File: config.mk
export PLATFORM = sky130hd
export DESIGN_NAME = mc_controller
export DESIGN_NICKNAME = d
export VERILOG_FILES = /design/src/rtl/mc_controller.sv
export SDC_FILE = /design/constraint.sdc
export NUM_CORES = 1
export LEC_CHECK = 0
export CAP_MARGIN = 10
export CORE_ASPECT_RATIO = 0.75
export CORE_MARGIN = 4
export CORE_UTILIZATION = 45
export DETAILED_ROUTE_END_ITERATION = 8
export PLACE_DENSITY = 0.81
export SYNTH_ARGS = -nofsm -noshare
export SYNTH_HDL_FRONTEND = slang
export SYNTH_SLANG_ARGS = --single-unit
File: constraint.sdc
create_clock -name clk -period 4.9 [get_ports clk]
set_input_delay 1.225 -clock clk [delete_from_list [all_inputs] [get_ports clk]]
set_output_delay 1.225 -clock clk [all_outputs]
set_load 0.02 [all_outputs]
File: src/rtl/mc_controller.sv
// Multicycle MIPS main controller: Moore FSM sequencing the shared datapath,
// with memory-ready stalls and a retired-instruction counter.
module mc_controller #(
  parameter logic WAIT_MEM = 1'b1,
  parameter int   CNT_W    = 32
) (
  input  logic             clk,
  input  logic             reset_n,
  input  logic [5:0]       op,
  input  logic             zero,
  input  logic             mem_ready,
  output logic             pcen,
  output logic             iord,
  output logic             memwrite,
  output logic             irwrite,
  output logic             regdst,
  output logic             memtoreg,
  output logic             regwrite,
  output logic             alusrca,
  output logic [1:0]       alusrcb,
  output logic [1:0]       pcsrc,
  output logic [1:0]       aluop,
  output logic [3:0]       state,
  output logic             illegal_op,
  output logic [CNT_W-1:0] instret
);

  typedef enum logic [3:0] {
    S_FETCH  = 4'd0,
    S_DECODE = 4'd1,
    S_MEMADR = 4'd2,
    S_MEMRD  = 4'd3,
    S_MEMWB  = 4'd4,
    S_MEMWR  = 4'd5,
    S_EXEC   = 4'd6,
    S_ALUWB  = 4'd7,
    S_BRANCH = 4'd8,
    S_ADDIEX = 4'd9,
    S_ADDIWB = 4'd10,
    S_JUMP   = 4'd11
  } state_t;

  localparam logic [5:0] OP_LW    = 6'b100011;
  localparam logic [5:0] OP_SW    = 6'b101011;
  localparam logic [5:0] OP_RTYPE = 6'b000000;
  localparam logic [5:0] OP_BEQ   = 6'b000100;
  localparam logic [5:0] OP_ADDI  = 6'b001000;
  localparam logic [5:0] OP_J     = 6'b000010;

  state_t           state_q, state_d;
  logic [CNT_W-1:0] instret_q, instret_d;
  logic             rdy;
  logic             retire;
  logic             op_bad;
  logic             pcwrite, branch;
  logic             irwrite_raw, memwrite_raw, regwrite_raw;

  assign rdy = mem_ready | ~WAIT_MEM;

  always_comb begin
    state_d = S_FETCH;
    retire  = 1'b0;
    op_bad  = 1'b0;
    case (state_q)
      S_FETCH:  state_d = rdy ? S_DECODE : S_FETCH;
      S_DECODE: begin
        case (op)
          OP_LW, OP_SW: state_d = S_MEMADR;
          OP_RTYPE:     state_d = S_EXEC;
          OP_BEQ:       state_d = S_BRANCH;
          OP_ADDI:      state_d = S_ADDIEX;
          OP_J:         state_d = S_JUMP;
          default: begin
            state_d = S_FETCH;
            op_bad  = 1'b1;
          end
        endcase
      end
      S_MEMADR: state_d = (op == OP_SW) ? S_MEMWR : S_MEMRD;
      S_MEMRD:  state_d = rdy ? S_MEMWB : S_MEMRD;
      S_MEMWR: begin
        state_d = rdy ? S_FETCH : S_MEMWR;
        retire  = rdy;
      end
      S_EXEC:   state_d = S_ALUWB;
      S_ADDIEX: state_d = S_ADDIWB;
      S_MEMWB, S_ALUWB, S_ADDIWB, S_BRANCH, S_JUMP: begin
        state_d = S_FETCH;
        retire  = 1'b1;
      end
      default:  state_d = S_FETCH;
    endcase
    instret_d = retire ? instret_q + CNT_W'(1) : instret_q;
  end

  always_ff @(posedge clk or negedge reset_n) begin
    if (!reset_n) begin
      state_q   <= S_FETCH;
      instret_q <= '0;
    end else begin
      state_q   <= state_d;
      instret_q <= instret_d;
    end
  end

  always_comb begin
    pcwrite      = 1'b0;
    branch       = 1'b0;
    iord         = 1'b0;
    memwrite_raw = 1'b0;
    irwrite_raw  = 1'b0;
    regdst       = 1'b0;
    memtoreg     = 1'b0;
    regwrite_raw = 1'b0;
    alusrca      = 1'b0;
    alusrcb      = 2'b00;
    pcsrc        = 2'b00;
    aluop        = 2'b00;
    case (state_q)
      S_FETCH: begin
        alusrcb     = 2'b01;
        irwrite_raw = rdy;
        pcwrite     = rdy;
      end
      S_DECODE: alusrcb = 2'b11;
      S_MEMADR, S_ADDIEX: begin
        alusrca = 1'b1;
        alusrcb = 2'b10;
      end
      S_MEMRD: iord = 1'b1;
      S_MEMWR: begin
        iord         = 1'b1;
        memwrite_raw = 1'b1;
      end
      S_MEMWB: begin
        memtoreg     = 1'b1;
        regwrite_raw = 1'b1;
      end
      S_EXEC: begin
        alusrca = 1'b1;
        aluop   = 2'b10;
      end
      S_ALUWB: begin
        regdst       = 1'b1;
        regwrite_raw = 1'b1;
      end
      S_ADDIWB: regwrite_raw = 1'b1;
      S_BRANCH: begin
        alusrca = 1'b1;
        aluop   = 2'b01;
        pcsrc   = 2'b01;
        branch  = 1'b1;
      end
      S_JUMP: begin
        pcsrc   = 2'b10;
        pcwrite = 1'b1;
      end
      default: ;
    endcase
  end

  // Write enables are held off for as long as reset is asserted, not just until the next edge.
  assign pcen       = reset_n & (pcwrite | (branch & zero));
  assign irwrite    = reset_n & irwrite_raw;
  assign memwrite   = reset_n & memwrite_raw;
  assign regwrite   = reset_n & regwrite_raw;
  assign illegal_op = reset_n & op_bad;
  assign state      = state_q;
  assign instret    = instret_q;

endmodule
==> impl_metrics.json, run 1 <==
{
  "power_switching_uw": 398,
  "grt_use_total_pct": 18.8,
  "grt_pass1_wl_um": 8290,
  "drc": 0,
  "syn_area_per_cell_um2": 9.48,
  "cap_violations": 0,
  "finalCritPeriodShare_pct": 87.6,
  "finalNetCount": 286,
  "path_cells": "clkdlybuf4s50_1 -> xor2_1 -> o21ai_0 -> nor4_1 -> a211oi_1 -> clkdlybuf4s50_1",
  "power-per-cell-area_nw_per_um2": 374,
  "cpPeakStageDelay_ps": 650,
  "htreeDepth": 2,
  "crit_path_end_kind": "primary output",
  "grt_overflow": 0,
  "ys_seq_area_share_pct": 44.0,
  "cts_buffers": 5,
  "wl_um": 4980,
  "worstHoldStart": "instret[31]",
  "tritoncts": "done",
  "port_buffers": 60,
  "wl_per_cell_um": 15.0,
  "dieArea_um2": 5700,
  "syn-num-nets": 227,
  "cts_setup_buffers": 0,
  "vias": 1800,
  "num_rows": 20,
  "yosysUniqueCellTypes": 41,
  "floorplan.initialDensity_pct": 48.4,
  "clockRootBuffer": "clkbuf_8",
  "ios": 61,
  "layout_min_cycle_time_ps": 4290,
  "synth_seq_cells": 36,
  "cts_resized": 0,
  "p_comb_share_pct": 38.5,
  "synth_adder_area_share_pct": 0.611,
  "cp_common_cell": "clkdlybuf4s50_1",
  "p_int_uw": 634,
  "grt_start_max_net_pins": 30,
  "die_height_um": 66.4,
  "core_area_um2": 4230,
  "setup.worst_path.start": "op[1]",
  "hp-class": "register to register",
  "finalSetupViolations": 0,
  "area_growth_pct": 34.9,
  "slew-limit-headroom_pct": 58.1,
  "fin_setup_tns_ps": 0,
  "reg2reg_from": "state[1]",
  "start_kind": "primary input",
  "crit_fanout": 6,
  "critical_path_class": "primary input to primary output",
  "firstDrtPassIters": 4,
  "endpoint": "illegal_op",
  "clk_pin_slew_worst_paths_ps": 70,
  "synthSimpleGateAreaFrac_pct": 30.7,
  "cts.sinks": 36,
  "dr.first_iter.drc_count": 147,
  "layout_common_cells": "clkdlybuf4s50_1 (59), dfrtp_1 (36), xor2_1 (24)",
  "synth-xor-area-share_pct": 14.5,
  "switching_share_pct": 38.6,
  "clockBufferDepth": 2,
  "drv_slew": 0,
  "irDropWorstVdd_mv": 0.231,
  "gp_congestion": 0.770,
  "r2r_slack_ps": 2470,
  "synthMuxAreaShare_pct": 1.04,
  "tightest_slew_ps": 628,
  "skew_ps": 6.24,
  "power_frac_seq_pct": 40.7,
  "synth_compound_area_share_pct": 5.75,
  "hold_buffers": 0,
  "max_freq_mhz": 233,
  "worstRegToRegCells": 5,
  "clock_latency_ps": 290,
  "ys_warn_count": 0,
  "synth_top_family_by_area": "simple AND/OR/NAND/NOR gates",
  "status": "finished, final reports clean",
  "layout_commonest_cell": "clkdlybuf4s50_1",
  "grt_antenna_before_repair": 0,
  "total_power_mw": 1.03,
  "dp_hpwl_um": 3840,
  "power.leakage_nw": 1.09,
  "p_clk_share_pct": 20.9,
  "rsz0062_at_grt": "no",
  "crit_required_ps": 3670,
  "rr_endpoint": "instret[31]",
  "worstPathArrival_ps": 3070,
  "drtAntennaViolNets": 0,
  "cp_slowest_cell": "clkdlybuf4s50_1",
  "vias_per_cell": 5.44,
  "hold_violations": 0,
  "synth_area_um2": 2050,
  "synthCells": 216,
  "drive_gt1_share_pct": 7.61,
  "die_x_um": 85.9,
  "grt_pass1_vias": 1653,
  "antenna_cells": 0
}
## power by group through the flow
stage | sequential [mW] | combinational [mW] | clock (mW)
2_1_floorplan | 0.421 | 0.211 | 0
6_report | 0.420 | 0.397 | 0.215
3_5_place_dp | 0.422 | 0.398 | 0
3_3_place_gp | 0.421 | 0.393 | 0
4_1_cts | 0.418 | 0.399 | 0.223
5_1_grt | 0.429 | 0.424 | 0.234
## metrics by stage
| stage | cells | setup WS, ps | utilization (%) | area [um^2] | hold slack [ps] |
|---|---|---|---|---|---|
| after CTS | 331 | 619 | 65.3 | 2760 | 499 |
| after global placement | 323 | 721 | 63.1 | 2670 | 455 |
| after detailed placement | 323 | 634 | 63.1 | 2670 | 488 |
| after floorplan | 216 | 1590 | - | 2050 | 578 |
| after global routing | 331 | 505 | 65.3 | 2760 | 521 |
| final | 331 | 609 | 65.3 | 2760 | 492 |
## logic make-up (layout without fill, tap and decap cells)
| group | count (synthesis) | in the layout |
|---|---|---|
| and+or+nand+nor | 111 | 111 |
| DFF | 36 | 36 |
| xor gates and xnor gates | 34 | 34 |
| AOI/OAI and AO/OA | 18 | 18 |
| buffers and inverters | 14 | 74 |
| muxes | 2 | 2 |
| adders and majority gates | 1 | 1 |
## worst max-delay path, delay by kind of cell
| kind | cells | cell delay, ps |
|---|---|---|
| buffers and inverters | 2 | 1150 |
| and+or+nand+nor | 1 | 90 |
| AOI/OAI and AO/OA | 2 | 390 |
| xor gates and xnor gates | 1 | 200 |
## metal layers
layer	track usage [%]	vias up	routed length, um
met1	28.6	855	2470
met5	0	-	0
met3	5.35	4	284
met4	4.74	0	42
li1	-	882	-
met2	25.7	59	2180
## cell type report
class / count / area (um^2)
inverters: 5 / 18.8
well taps: 55 / 68.8
flip-flops and latches: 36 / 901
multi-input cells: 166 / 1080
repair buffers: 61 / 603
clock buffers: 6 / 82.6
fillers: 374 / 1470
clock inverters: 2 / 10.0
## flip-flops by register name, summed over array words and instances (netlist names)
register / count
instret: 32
state: 4
## how the worst min path moves through the flow
stage                     cells after the start  slack, ps           to
after global routing                          1        520  instret[25]
after floorplan                               1        580  instret[31]
final                                         1        490  instret[31]
after global placement                        1        460  instret[31]
after detailed placement                      1        490  instret[30]
after CTS                                     1        500  instret[30]
## Yosys cell counts
| library cell | count | area share (%) |
|---|---|---|
| o21ai_0 | 4 | 0.98 |
| xnor2_1 | 10 | 4.3 |
| nand2b_1 | 5 | 1.5 |
| dfrtp_1 | 36 | 44 |
| inv_1 | 5 | 0.92 |
| mux2_2 | 1 | 0.55 |
| and2b_1 | 3 | 1.1 |
| ha_1 | 1 | 0.61 |
| nand3_1 | 16 | 3.9 |
| xor2_1 | 24 | 10 |
| or3_1 | 2 | 0.61 |
| o211ai_1 | 1 | 0.37 |
| nand3b_1 | 1 | 0.37 |
| nor3b_1 | 2 | 0.73 |
| buf_2 | 1 | 0.24 |
| nand2_1 | 16 | 2.9 |
| or4_1 | 3 | 1.1 |
| o22a_1 | 1 | 0.43 |
| nor2_1 | 18 | 3.3 |
| nor4_4 | 1 | 1.0 |
| and3_1 | 4 | 1.2 |
| nor3_1 | 18 | 4.4 |
| a31oi_1 | 1 | 0.31 |
| and4_1 | 2 | 0.86 |
| o21a_1 | 1 | 0.37 |
| or4_4 | 1 | 0.55 |
| nor4_1 | 5 | 1.5 |
| nor2b_1 | 2 | 0.61 |
| buf_1 | 1 | 0.18 |
| or2_2 | 3 | 0.92 |
| o31ai_1 | 1 | 0.37 |
| a21oi_2 | 1 | 0.43 |
| nor4_2 | 4 | 2.4 |
| a211oi_1 | 1 | 0.37 |
| o221ai_1 | 2 | 0.86 |
| mux2i_1 | 1 | 0.49 |
| clkbuf_1 | 5 | 0.92 |
| a21oi_1 | 4 | 0.98 |
| nand4_1 | 5 | 1.5 |
| buf_6 | 2 | 1.1 |
| o22ai_1 | 1 | 0.31 |
(Power assumes the default switching activity.)
==> inputs of run 2 (changes only) <==
Settings changed: ABC_CLOCK_PERIOD_IN_PS set to 4900.
==> results of run 2 <==
Final layout, timing and power as in run 1 (identical DEF).
